**src/rtl/irq_pkg.sv**
```systemverilog
// irq_pkg: shared widths and index decode for the request-capture and encoder blocks
package irq_pkg;
    localparam int IRQ_WIDTH = 8;
    localparam int IRQ_IDX_W = 3;

    function automatic logic [IRQ_WIDTH-1:0] idx_to_onehot(input logic [IRQ_IDX_W-1:0] idx);
        return IRQ_WIDTH'(1) << idx;
    endfunction
endpackage

```
**src/rtl/irq_pending_latch_sync_edge_det.sv**
```systemverilog
// sync_edge_det: two-flop synchroniser plus history flop, one rising-edge pulse per line
module sync_edge_det #(
    parameter int W = 8
) (
    input  logic         clk,
    input  logic         rst_n,
    input  logic [W-1:0] d,
    output logic [W-1:0] rise
);
    logic [W-1:0] s1, s2, s3;

    always_ff @(posedge clk) begin
        if (!rst_n) begin
            s1 <= '0;
            s2 <= '0;
            s3 <= '0;
        end else begin
            s1 <= d;
            s2 <= s1;
            s3 <= s2;
        end
    end

    assign rise = s2 & ~s3;
endmodule

```
**src/rtl/irq_pending_latch.sv**
```systemverilog
// irq_pending_latch: latches masked request edges into a sticky pending vector cleared by indexed acks
module irq_pending_latch
    import irq_pkg::*;
#(
    parameter int WIDTH = IRQ_WIDTH,
    parameter int IDX_W = IRQ_IDX_W
) (
    input  logic             clk,
    input  logic             rst_n,
    input  logic [WIDTH-1:0] req,
    input  logic [WIDTH-1:0] mask,
    input  logic             ack,
    input  logic [IDX_W-1:0] ack_idx,
    input  logic             clr_overrun,
    output logic [WIDTH-1:0] pending,
    output logic             pend_valid,
    output logic [WIDTH-1:0] overrun,
    output logic             ack_err
);
    logic [WIDTH-1:0] rise, set, clr;

    sync_edge_det #(.W(WIDTH)) u_sync (
        .clk  (clk),
        .rst_n(rst_n),
        .d    (req),
        .rise (rise)
    );

    // an out-of-range index decodes to zero, so it clears nothing and reads as not pending
    assign clr        = ack ? WIDTH'(idx_to_onehot(IRQ_IDX_W'(ack_idx))) : '0;
    assign set        = rise & mask;
    assign pend_valid = |pending;

    always_ff @(posedge clk) begin
        if (!rst_n) begin
            pending <= '0;
            overrun <= '0;
            ack_err <= 1'b0;
        end else begin
            pending <= (pending & ~clr) | set;
            overrun <= (overrun & ~{WIDTH{clr_overrun}}) | (set & pending & ~clr);
            ack_err <= ack & ~|(pending & clr);
        end
    end
endmodule

```
**config.mk**
```make
export PLATFORM = sky130hd
export DESIGN_NAME = irq_pending_latch
export DESIGN_NICKNAME = d
export VERILOG_FILES = /design/src/rtl/irq_pkg.sv /design/src/rtl/irq_pending_latch_sync_edge_det.sv /design/src/rtl/irq_pending_latch.sv
export SDC_FILE = /design/constraint.sdc
export NUM_CORES = 1
export LEC_CHECK = 0
export ABC_AREA = 1
export CORE_MARGIN = 2
export CORE_UTILIZATION = 46
export CTS_CLUSTER_SIZE = 20
export DETAILED_ROUTE_END_ITERATION = 10
export PLACE_DENSITY = 0.86
export REMOVE_ABC_BUFFERS = 1
export SLEW_MARGIN = 10
export SYNTH_ARGS = -nofsm -noshare
export SYNTH_HDL_FRONTEND = slang
export SYNTH_HIERARCHICAL = 1
export SYNTH_SLANG_ARGS = --single-unit
```
**constraint.sdc**
```tcl
create_clock -name clk -period 1 [get_ports clk]
set_input_delay 0.2 -clock clk [delete_from_list [all_inputs] [get_ports clk]]
set_output_delay 0.2 -clock clk [all_outputs]
set_load 0.01 [all_outputs]
```
### Word-level counts from Yosys, hierarchy flattened

Cells that the tools add are included.

* bits of input ports: 23
* memory bits (read-only): 0
* bits in latches: 0
* bits in writable memories: 0
* memories kept: 0
* flip-flop bits (word level): 41

* muxes and demuxes: 1
* eq/ne operators: 0
* shift-type cells: 1
* reduce and logical (&&, ||, !) cells: 3
* order comparisons: 0
* $mul: 0
* divide/modulo/power cells: 0
* $add $sub $neg: 0
* bitwise operators: 13

Operator list (count)
* bitwise AND 8 bit: 7
* inverter 8 bit: 3
* bitwise OR 8 bit: 2
* OR reduction 8 bit: 2
* 2-to-1 mux 8 bit: 1
* left shift 1 x 3 -> 8 bit (first input constant): 1
* bitwise AND 1 bit: 1
* zero test 1 bit: 1

### Longest topological paths before layout

Gate-level depths: netlist (run 1).

* word-level depth: 6
* depth in mapped cells: 7

### Cells and area by module

Netlist (run 1), hierarchy kept.

Modules (own cells, without submodules)
* irq_pending_latch: sequential area each 340.3 µm², area each 752.0 µm², instances 1, cells an instance 106
* sync_edge_det: sequential area each 480.5 µm², area each 743.2 µm², instances 1, cells an instance 90

### Worst setup path before layout (run 1)

Ideal clock, no wire load.

* path type: reg2out
* from: reg pending[6]
* to: out pend_valid
* setup slack: 0.066 ns
* stages on the path, launching flop included: 3
* arrival: 0.734 ns
* path through: dfxtp_1 -> nor4_1 -> nand2_1

* word-level cells in the longest chain between the ends: 1

RTL lines
* from (decl): line irq_pending_latch.sv:15 `output logic [WIDTH-1:0] pending,`
* from (signal assigned): line irq_pending_latch.sv:40 `pending <= (pending & ~clr) | set;`
* OR reduction 8 bit: line irq_pending_latch.sv:32 `assign pend_valid = |pending;`
* to (decl): line irq_pending_latch.sv:16 `output logic pend_valid,`

No other way between the ends.

### Final worst setup path (run 1)

* from: reg pending[3]
* to: out pend_valid

The elaborated chain is that of the path after synthesis.

==> results of run 1 <==
[path summary, 6_finish.rpt]
kind | startpoint | end | slack, ps | cells past startpoint
setup / recovery | pending[3] | pend_valid | -400 | 3
hold / removal | ack | ack_err | 300 | 3
setup reg to reg | pending[3] | ack_err | -50 | 6
hold reg to reg | u_sync/s1[6] | u_sync/s2[6] | 420 | 2
[cell families after synthesis]
logic type,count (synthesis)
and+or+nand+nor,96
buffers and inverters,43
AOI/OAI and AO/OA,16
DFF,41
[cells in the final DEF, fill, tap and decap left out, types with 2 or more instances in the layout]
master,Yosys,final
dlygate4sd2_1,0,3
nor2_1,11,10
buf_4,0,10
nand3_1,7,4
nand2_1,61,61
dfxtp_2,0,16
dfxtp_1,41,24
nand3_2,0,3
buf_6,2,28
inv_2,2,2
nor2_2,4,4
clkbuf_4,0,5
a21oi_1,16,15
inv_1,37,37
nor2_4,1,2
nand4_1,9,9
bufinv_16,0,2
clkdlybuf4s50_1,0,18
[what timing repair did]
| item | in CTS | in global routing |
|---|---|---|
| setup buffers | 6 | 2 |
| endpoints found under the setup margin | 22 | 23 |
| pin swaps | 10 | 7 |
| gates resized for setup | 120 | 15 |
[stage by stage]
stage	hold WS, ps	utilization
2_1_floorplan	293	-
3_3_place_gp	392	0.668
3_5_place_dp	400	0.668
4_1_cts	279	0.749
5_1_grt	298	0.758
6_report	295	0.758
[layer usage]
layer	GRT usage	vias up	share of wire
li1	-	729	-
met1	0.225	671	0.39
met2	0.393	67	0.52
met3	0.0588	15	0.061
met4	0.140	0	0.024
met5	0	-	0
[registers in the layout, summed over array words and instances, names as in the netlist]
name / count
ack_err: 1
overrun: 8
pending: 8
u_sync/s1: 8
u_sync/s2: 8
u_sync/s3: 8
[tightest hold or removal path, cell delays in order]
cell,delay (ps)
dlygate4sd2_1,250
nand4_1,120
nor2_2,40
[layout make-up]
| cell class | instances | area, um^2 | share of cell area |
|---|---|---|---|
| Sequential cell | 41 | 845 | 0.362 |
| Timing Repair Buffer | 62 | 634 | 0.272 |
| Multi-Input combinational cell | 112 | 544 | 0.233 |
| Inverter | 40 | 153 | 0.0654 |
| Clock inverter | 3 | 65.1 | 0.0279 |
| Tap cell | 44 | 55.1 | 0.0236 |
| Clock buffer | 5 | 37.5 | 0.0161 |
[power by group]
group          total [uW]  switching (uW)  internal (uW)  leakage, uW
clock                1310             533            774    0.0000552
sequential           1710            26.3           1690     0.000344
combinational         380             178            202     0.000762
total                3400             737           2660      0.00116
==> parameters.txt, run 1 <==
Parameter                              Value

GRT
  Overall track demand over capacity in global routing ... 0.220
  Wire length of the first global-routing pass ... 5910 um
  Remaining global-route overflow ... 0
  Vias in the first global route ... 1455
  Antenna violations before repair ... 0
  Largest net degree at the start of global routing ... 25

Timing
  Slew Limit Fails ... 0
  Ratio of final minimum period to clock period ... 1.40
  Max Clock Skew ... 7.06 ps
  Count of final setup violators ... 16
  Number of hold-slack violations in the final timing report ... 0
  Worst slew margin ... 0.837
  Setup TNS ... -1730 ps
  Highest clock frequency the design can meet ... 715 MHz
  Least-Margin Pin Slew ... 245 ps
  Setup slack of the critical path after layout ... -398 ps
  Minimum clock period ... 1400 ps
  Setup repair after global routing missed its margin ... true

Finish
  Number of fillers in the final layout ... 222
  Nets ... 285
  Post-route standard cell area excluding fillers ... 2330 um^2
  Share of layout cells above drive strength 1 ... 0.308
  Final antenna diode count ... 0
  Finished Layout Cells ... 307
  Area growth syn-to-layout ... 56.1%

Setup path
  Type of the worst setup path ... reg -> out
  Arrival time reported for the critical path endpoint ... 1200 ps
  Worst setup EP type ... output pin
  Kind of start point of the critical path ... register
  Worst Path Buf+Inv ... 1
  Crit-path cells ... nor4_4 > nand2_1 > buf_2
  Worst path required time ... 800 ps
  Slowest library cell on the worst path ... dfxtp_2
  Critical-path maximum fanout ... 2
  Cell type group with the largest total delay on the critical path ... simple AND/OR/NAND/NOR gates
  Critical Path Max Stage Delay ... 360 ps

Logic synthesis
  Cell variety after synth ... 15
  Sequential element share of the synthesized area ... 0.549
  Mean instance size in the synthesized netlist ... 7.63 um^2
  Arithmetic-cell share of the synthesized area counting full adders, half adders and majority gates ... 0
  Yosys warning count ... 6
  Count leader, synth ... nand2_1
  Cell type contributing the most total cell area after synthesis ... dfxtp_1
  Xor-xnor portion of the synthesized cell area ... 0
  Flip-flop and latch count after synthesis ... 41
  Gate Count Post-Synth ... 196
  FFs w/ async S/R, synth ... 0
  Top cell types by occurrence after synthesis ... nand2_1, dfxtp_1, inv_1
  Compound-cell area share of the yosys netlist ... 0.0536
  Multiplexer fraction of the synthesized cell area ... 0
  Simple-gate area share of the yosys netlist ... 0.279
  Area of the mapped netlist ... 1500 um^2
  Dominant register cell in the synthesized netlist ... dfxtp_1
  Dominant cells by area after synthesis ... dfxtp_1, nand2_1, inv_1, a21oi_1, nand4_1
  Dominant combinational cell family by area after synthesis ... simple AND/OR/NAND/NOR gates
  Post-synth EDFFs ... 0
  Fraction of post-synthesis cell area in the top cell type by area ... 0.549

Pwr
  Leakage power total ... 0.00116 uW
  Power density of the placed cells ... 1460 nW/um^2
  Overall Power ... 3400 uW
  Worst vdd ir ... 0.000973 V

Placed design
  Post-detail-place hpwl ... 2460 um
  Cell total after placement ... 293
  Global placement routability congestion ... 0.848
  Number of buffers inserted by port buffering ... 40
  Minimum setup slack after placement ... -514 ps
  Area of placed instances ... 2060 um^2

Clocking
  Clock tree from TritonCTS ... built
  CTS sink cnt ... 41
  Insertion delay to the later sink of the worst-skew pair ... 350 ps
  Depth of the CTS H-tree ... 2
  Hold-fix buffers at CTS ... 0
  Master cell of the clock root buffer ... clkbuf_4
  Max Root-Sink Buffers ... 2
  Clock-pin slew on the worst setup and hold paths ... 120 ps
  Total clock buffers created by CTS ... 5

Run status
  Status ... finished with violations
  Violations in the final reports ... setup timing

Route
  Drt wl/cell ... 12.0 um
  Sum of routed wire length over all layers ... 3680 um
  Number of remaining DRC errors ... 0
  Total via count after detailed routing ... 1482
  Via/cell ratio ... 4.83
  Iter 0 DRT Violations ... 114
  1st-pass router iterations ... 4
  Routed Antenna Nets ... 0

Floorplanning
  Top-Level Pins ... 41
  Die outline area ... 3720 um^2
  Starting Density ... 0.486
  Die span in x ... 61.0 um
  Die Y ... 61.0 um
  Number of cell rows ... 20
  Area of the core ... 3080 um^2

Flow run
  Total of max-cap violations ... 0

Worst hold path
  Type of the worst min-delay path ... in -> reg
No activity file was read; power rests on OpenSTA's default activity.
==> run 2: changes to the inputs <==
--- a/config.mk
+++ b/config.mk
@@ -6,11 +6,11 @@
 export NUM_CORES = 1
 export LEC_CHECK = 0
 export ABC_AREA = 1
-export CORE_MARGIN = 2
 export CORE_UTILIZATION = 46
 export CTS_CLUSTER_SIZE = 20
 export DETAILED_ROUTE_END_ITERATION = 10
 export PLACE_DENSITY = 0.86
+export RECOVER_POWER = 50
 export REMOVE_ABC_BUFFERS = 1
 export SLEW_MARGIN = 10
 export SYNTH_ARGS = -nofsm -noshare
==> parameters.txt, run 2 (same netlist as run 1, synthesis figures left out) <==
Parameter                              Value

Route
  Routed Antenna Nets ... 0 (unchanged)
  Sum of routed wire length over all layers ... 3320 um (-9.7%)
  Total via count after detailed routing ... 1396 (-5.8%)
  Via/cell ratio ... 4.55 (-5.8%)
  Drt wl/cell ... 10.8 um (-9.7%)
  Number of remaining DRC errors ... 0 (unchanged)
  1st-pass router iterations ... 4 (unchanged)
  Iter 0 DRT Violations ... 51 (-55%)

Timing
  Worst slew margin ... 0.729 (-0.108)
  Least-Margin Pin Slew ... 407 ps (+162 ps)
  Setup slack of the critical path after layout ... -397 ps (+1.43 ps)
  Ratio of final minimum period to clock period ... 1.40 (-0.00143)
  Setup repair after global routing missed its margin ... true
  Minimum clock period ... 1400 ps (-1.43 ps)
  Number of hold-slack violations in the final timing report ... 0 (unchanged)
  Highest clock frequency the design can meet ... 716 MHz (+0.10%)
  Slew Limit Fails ... 0 (unchanged)
  Max Clock Skew ... 5.97 ps (-1.09 ps)
  Count of final setup violators ... 16 (unchanged)

Placed design
  Post-detail-place hpwl ... 2160 um (-12%)
  Number of buffers inserted by port buffering ... 40 (unchanged)
  Minimum setup slack after placement ... -401 ps (+112 ps)
  Global placement routability congestion ... 0.857 (+1.0%)

Floorplanning
  Die Y ... 59.0 um (-3.3%)
  Die span in x ... 59.0 um (-3.3%)
  Area of the core ... 3080 um^2 (unchanged)
  Starting Density ... 0.486 (unchanged)
  Top-Level Pins ... 41 (unchanged)
  Number of cell rows ... 20 (unchanged)
  Die outline area ... 3480 um^2 (-6.4%)

Flow run
  Total of max-cap violations ... 0 (unchanged)

Clocking
  Insertion delay to the later sink of the worst-skew pair ... 340 ps (about the same)
  Total clock buffers created by CTS ... 5 (unchanged)
  Depth of the CTS H-tree ... 2 (unchanged)
  CTS sink cnt ... 41 (unchanged)
  Master cell of the clock root buffer ... clkbuf_4
  Clock tree from TritonCTS ... built
  Clock-pin slew on the worst setup and hold paths ... 120 ps (about the same)
  Max Root-Sink Buffers ... 2 (unchanged)

Worst hold path
  Min-delay src ... ack
  Worst hold path endpoint ... ack_err
  Type of the worst min-delay path ... in -> reg
  Worst hold path stage count ... 3 (unchanged)

Run status
  Violations in the final reports ... setup timing
  Status ... finished with violations

Setup path
  End of the worst register-to-register path ... ack_err
  Arrival time reported for the critical path endpoint ... 1200 ps (about the same)
  Worst setup EP type ... output pin
  Worst path required time ... 800 ps (about the same)
  Type of the worst setup path ... reg -> out
  Reg2reg path depth ... 8 (+2)
  Kind of start point of the critical path ... register
  Worst R2R Start ... pending[6]
  Critical-path maximum fanout ... 2 (unchanged)
  Slack of the worst reg-to-reg path ... -40 ps (about the same)

GRT
  Overall track demand over capacity in global routing ... 0.197 (-0.0228)
  Remaining global-route overflow ... 0 (unchanged)
  Wire length of the first global-routing pass ... 5020 um (-15%)
  Antenna violations before repair ... 0 (unchanged)
  Largest net degree at the start of global routing ... 25 (unchanged)
  Vias in the first global route ... 1223 (-16%)

Pwr
  Leakage power total ... 0.00114 uW (-1.7%)
  Worst vdd ir ... 0.00111 V (+15%)
  Overall Power ... 3190 uW (-6.3%)
  Power density of the placed cells ... 1400 nW/um^2 (-4.1%)

Finish
  Most frequent cells in the layout ... nand2_1, inv_1, dfxtp_1
  Area of all sequential standard cells ... 846 um^2 (+0.15%)
  Area of the multi-input gates ... 526 um^2 (-3.4%)
  Area growth syn-to-layout ... 52.6%
  Most common cell after layout, fill and taps aside ... nand2_1
  Nets ... 285 (unchanged)
  Number of fillers in the final layout ... 232 (+4.5%)
  Final antenna diode count ... 0 (unchanged)
  Share of layout cells above drive strength 1 ... 0.289 (-0.0190)
run 2: power breakdown:
part           switching (uW)  internal (uW)
clock                     520            594
combinational             171            193
sequential               24.1           1680
run 2: how the worst max path moves through the flow:
stage | cells after the start | from | to
after global routing | 3 | pending[6] | pend_valid
after detailed placement | 7 | ack_idx[0] | ack_err
final | 3 | pending[7] | pend_valid
after global placement | 3 | pending[2] | pend_valid
after CTS | 3 | pending[1] | pend_valid
after floorplan | 2 | pending[6] | pend_valid
run 2: metrics by stage:
| stage | util | hold WS [ps] | instances | instance area (um^2) | setup TNS (ps) |
|---|---|---|---|---|---|
| 3_3_place_gp | 0.665 | 392 | 292 | 2050 | -9870 |
| 2_1_floorplan | - | 293 | 193 | 1470 | 0 |
| 5_1_grt | 0.741 | 295 | 307 | 2280 | -3060 |
| 4_1_cts | 0.724 | 281 | 303 | 2230 | -1670 |
| 6_report | 0.741 | 307 | 307 | 2280 | -1690 |
| 3_5_place_dp | 0.665 | 400 | 292 | 2050 | -11250 |
run 2: worst max-delay path, stage by stage (launching register included):
cell and delay [ps]:
dfxtp_2 360, nor4_4 260, nand2_1 90, buf_2 150
run 2: per-layer routing:
metal  wire length (um)  global-route usage  vias up
li1                   -                   -      731
met1               1430               0.235      611
met2               1630               0.325       46
met3                186              0.0677        8
met4                 70              0.0782        0
met5                  0                   0        -
run 2: repair_timing:
| item | CTS | global route |
|---|---|---|
| endpoints found under the setup margin | 19 | 22 |
| buffers inserted | 3 | 7 |
| resized for setup | 116 | 9 |
| hold buffers | 0 | 0 |
| hold endpoints to repair | 0 | 0 |
| pin swaps | 5 | 3 |
run 2: layout make-up:
class,count,share of cell area
Inverter,40,0.0658
Tap cell,44,0.0241
Multi-Input combinational cell,112,0.230
Clock buffer,6,0.0225
Sequential cell,41,0.371
Clock inverter,2,0.0165
Timing Repair Buffer,62,0.270
==> run 3: changes to the inputs <==
--- a/config.mk
+++ b/config.mk
@@ -15,5 +15,4 @@
 export SLEW_MARGIN = 10
 export SYNTH_ARGS = -nofsm -noshare
 export SYNTH_HDL_FRONTEND = slang
-export SYNTH_HIERARCHICAL = 1
 export SYNTH_SLANG_ARGS = --single-unit
==> parameters.txt, run 3 <==
Parameter                              Value

Timing
  Minimum clock period ... 1460 ps (+59.4 ps)
  Least-Margin Pin Slew ... 483 ps (+76.1 ps)
  Number of hold-slack violations in the final timing report ... 0 (unchanged)
  Setup repair after global routing missed its margin ... true
  Max Clock Skew ... 5.69 ps (-0.279 ps)
  Slew Limit Fails ... 0 (unchanged)
  Count of final setup violators ... 21 (+5)
  Setup slack of the critical path after layout ... -456 ps (-59.4 ps)
  Highest clock frequency the design can meet ... 687 MHz (-4.1%)
  Ratio of final minimum period to clock period ... 1.46 (+0.0594)
  Worst slew margin ... 0.678 (-0.0507)

Clocking
  Max Root-Sink Buffers ... 2 (unchanged)
  Clock-pin slew on the worst setup and hold paths ... 120 ps (about the same)
  Hold-fix buffers at CTS ... 0 (unchanged)
  Insertion delay to the later sink of the worst-skew pair ... 360 ps (+20 ps)
  Clock tree from TritonCTS ... built
  CTS sink cnt ... 41 (unchanged)
  Total clock buffers created by CTS ... 5 (unchanged)
  Depth of the CTS H-tree ... 2 (unchanged)
  Master cell of the clock root buffer ... clkbuf_4

Setup path
  Critical-path maximum fanout ... 2 (unchanged)
  Crit path launch ... pending[3]
  Slack of the worst reg-to-reg path ... -60 ps (-20 ps)
  Endpoint of the worst setup timing path ... pend_valid
  Kind of start point of the critical path ... register
  Worst R2R Start ... pending[5]
  End of the worst register-to-register path ... overrun[5]
  Worst path required time ... 800 ps (about the same)
  Type of the worst setup path ... reg -> out
  Worst setup EP type ... output pin
  Arrival time reported for the critical path endpoint ... 1260 ps (+60 ps)
  Reg2reg path depth ... 5 (-3)

Worst hold path
  Type of the worst min-delay path ... in -> reg

Logic synthesis
  Dominant cells by area after synthesis ... dfxtp_1, nand2_1, inv_1, nor2_1, a21oi_1
  Mean instance size in the synthesized netlist ... 7.65 um^2 (+0.29%)
  Dominant register cell in the synthesized netlist ... dfxtp_1
  FFs w/ async S/R, synth ... 0 (unchanged)
  Yosys warning count ... 0 (-6)
  Gate Count Post-Synth ... 192 (-2.0%)
  Count leader, synth ... nand2_1
  Sequential element share of the synthesized area ... 0.559 (+0.00982)
  Post-synth EDFFs ... 0 (unchanged)
  Cell variety after synth ... 16 (+1)
  Fraction of post-synthesis cell area in the top cell type by area ... 0.559 (+0.00982)
  Flip-flop and latch count after synthesis ... 41 (unchanged)
  Cell type contributing the most total cell area after synthesis ... dfxtp_1
  Area of the mapped netlist ... 1470 um^2 (-1.8%)
  Top cell types by occurrence after synthesis ... nand2_1, dfxtp_1, inv_1

Floorplanning
  Starting Density ... 0.481 (-0.00462)
  Area of the core ... 3050 um^2 (-0.81%)
  Die outline area ... 3420 um^2 (-1.7%)
  Number of cell rows ... 20 (unchanged)
  Die Y ... 58.5 um (-0.85%)
  Top-Level Pins ... 41 (unchanged)
  Die span in x ... 58.5 um (-0.85%)

Route
  1st-pass router iterations ... 5 (+1)
  Via/cell ratio ... 4.70 (+3.5%)
  Drt wl/cell ... 12.5 um (+15%)
  Total via count after detailed routing ... 1416 (+1.4%)
  Iter 0 DRT Violations ... 43 (-16%)
  Routed Antenna Nets ... 0 (unchanged)
  Sum of routed wire length over all layers ... 3750 um (+13%)
  Number of remaining DRC errors ... 0 (unchanged)

Pwr
  Proportion of total power due to net switching ... 0.231 (+0.00685)
  Switching power summed over all nets ... 740 uW (+3.5%)
  Power density of the placed cells ... 1430 nW/um^2 (+2.4%)
  Worst vdd ir ... 0.00117 V (+4.7%)
  Internal power contribution ... 2460 uW (-0.41%)
  Fraction of power consumed by sequential logic ... 0.535 (about the same)
  Leakage power total ... 0.00113 uW (-0.55%)
  Overall Power ... 3200 uW (+0.48%)
  Clk pwr share ... 0.356 (+0.006)
  Comb power frac ... 0.110 (-0.004)

GRT
  Remaining global-route overflow ... 0 (unchanged)
  Wire length of the first global-routing pass ... 5150 um (+2.6%)
  Largest net degree at the start of global routing ... 25 (unchanged)
  Antenna violations before repair ... 0 (unchanged)
  Overall track demand over capacity in global routing ... 0.208 (+0.0113)
  Vias in the first global route ... 1192 (-2.5%)

Finish
  Nets ... 279 (-2.1%)
  Share of layout cells above drive strength 1 ... 0.292 (+0.00286)
  Area growth syn-to-layout ... 52.3%
  Most frequent cells in the layout ... nand2_1, inv_1, dfxtp_1
  Most common cell after layout, fill and taps aside ... nand2_1
  Final antenna diode count ... 0 (unchanged)

Run status
  Status ... finished with violations
  Violations in the final reports ... setup timing

Placed design
  Global placement routability congestion ... 0.795 (-7.2%)
  Number of buffers inserted by port buffering ... 40 (unchanged)
  Post-detail-place hpwl ... 2110 um (-2.7%)
  Minimum setup slack after placement ... -441 ps (-39.5 ps)

Flow run
  Total of max-cap violations ... 0 (unchanged)
run 3: changes by cell type after synthesis, moves of 2 or more:
cell,before,now
nand3_1,7,11
buf_6,2,0
inv_1,37,33
nand4_1,9,0
a21oi_1,16,13
nor2_1,11,24
nand2_1,61,55
buf_2,1,4
nor2_2,4,1
run 3: what timing repair did:
item	in CTS	in global routing
pin swaps	3	2
gates resized for setup	117	12
setup buffers	4	11
endpoints found under the setup margin	28	32
run 3: worst min-delay path by stage:
stage	startpoint	depth (start not counted)	slack, ps	endpoint
after floorplan	rst_n	2	290	u_sync.s1[0]
after global placement	u_sync.s1[5]	2	390	u_sync.s2[5]
after detailed placement	u_sync.s1[4]	2	390	u_sync.s2[4]
after global routing	rst_n	4	330	overrun[4]
after CTS	req[3]	3	340	u_sync.s1[3]
final	rst_n	4	310	pending[6]
run 3: layout make-up:
cell class / count / area, um^2
sequential: 41 / 846
fill: 236 / 816
timing repair buffer: 61 / 584
multi-input combinational: 113 / 532
inverter: 34 / 131
tap: 44 / 55.1
clock buffer: 6 / 51.3
clock inverter: 2 / 37.5
run 3: worst max-delay path, cell delays in order, from the launching register on:
cell and delay [ps]:
dfxtp_2 360, nor4_4 310, nand2_1 80, buf_2 150
run 3: power groups by stage:
stage	clock network [uW]	logic, uW	registers, uW
2_1_floorplan	0	108	1750
3_3_place_gp	0	304	1740
3_5_place_dp	0	310	1740
4_1_cts	1150	315	1710
5_1_grt	1220	381	1720
6_report	1140	351	1710
run 3: cell families after synthesis:
family | after synthesis | share of synthesized area
AND/OR/NAND/NOR | 97 | 0.279
AO/OA/AOI/OAI | 16 | 0.0622
buffers and inverters | 38 | 0.101
flip-flops | 41 | 0.559
run 3: routing by layer:
| metal | GRT usage | part of all wire |
|---|---|---|
| met1 | 0.219 | 0.39 |
| met2 | 0.379 | 0.51 |
| met3 | 0.0681 | 0.070 |
| met4 | 0.0884 | 0.035 |
| met5 | 0 | 0 |
run 3: stage by stage:
step	std cells	area (um^2)	setup TNS, ps	hold WS [ps]	utilization
4_1_cts	293	2150	-1720	344	0.704
3_3_place_gp	282	1980	-13520	392	0.648
5_1_grt	301	2240	-2700	334	0.733
3_5_place_dp	282	1980	-14570	395	0.648
6_report	301	2240	-1840	309	0.733
2_1_floorplan	188	1450	0	293	-
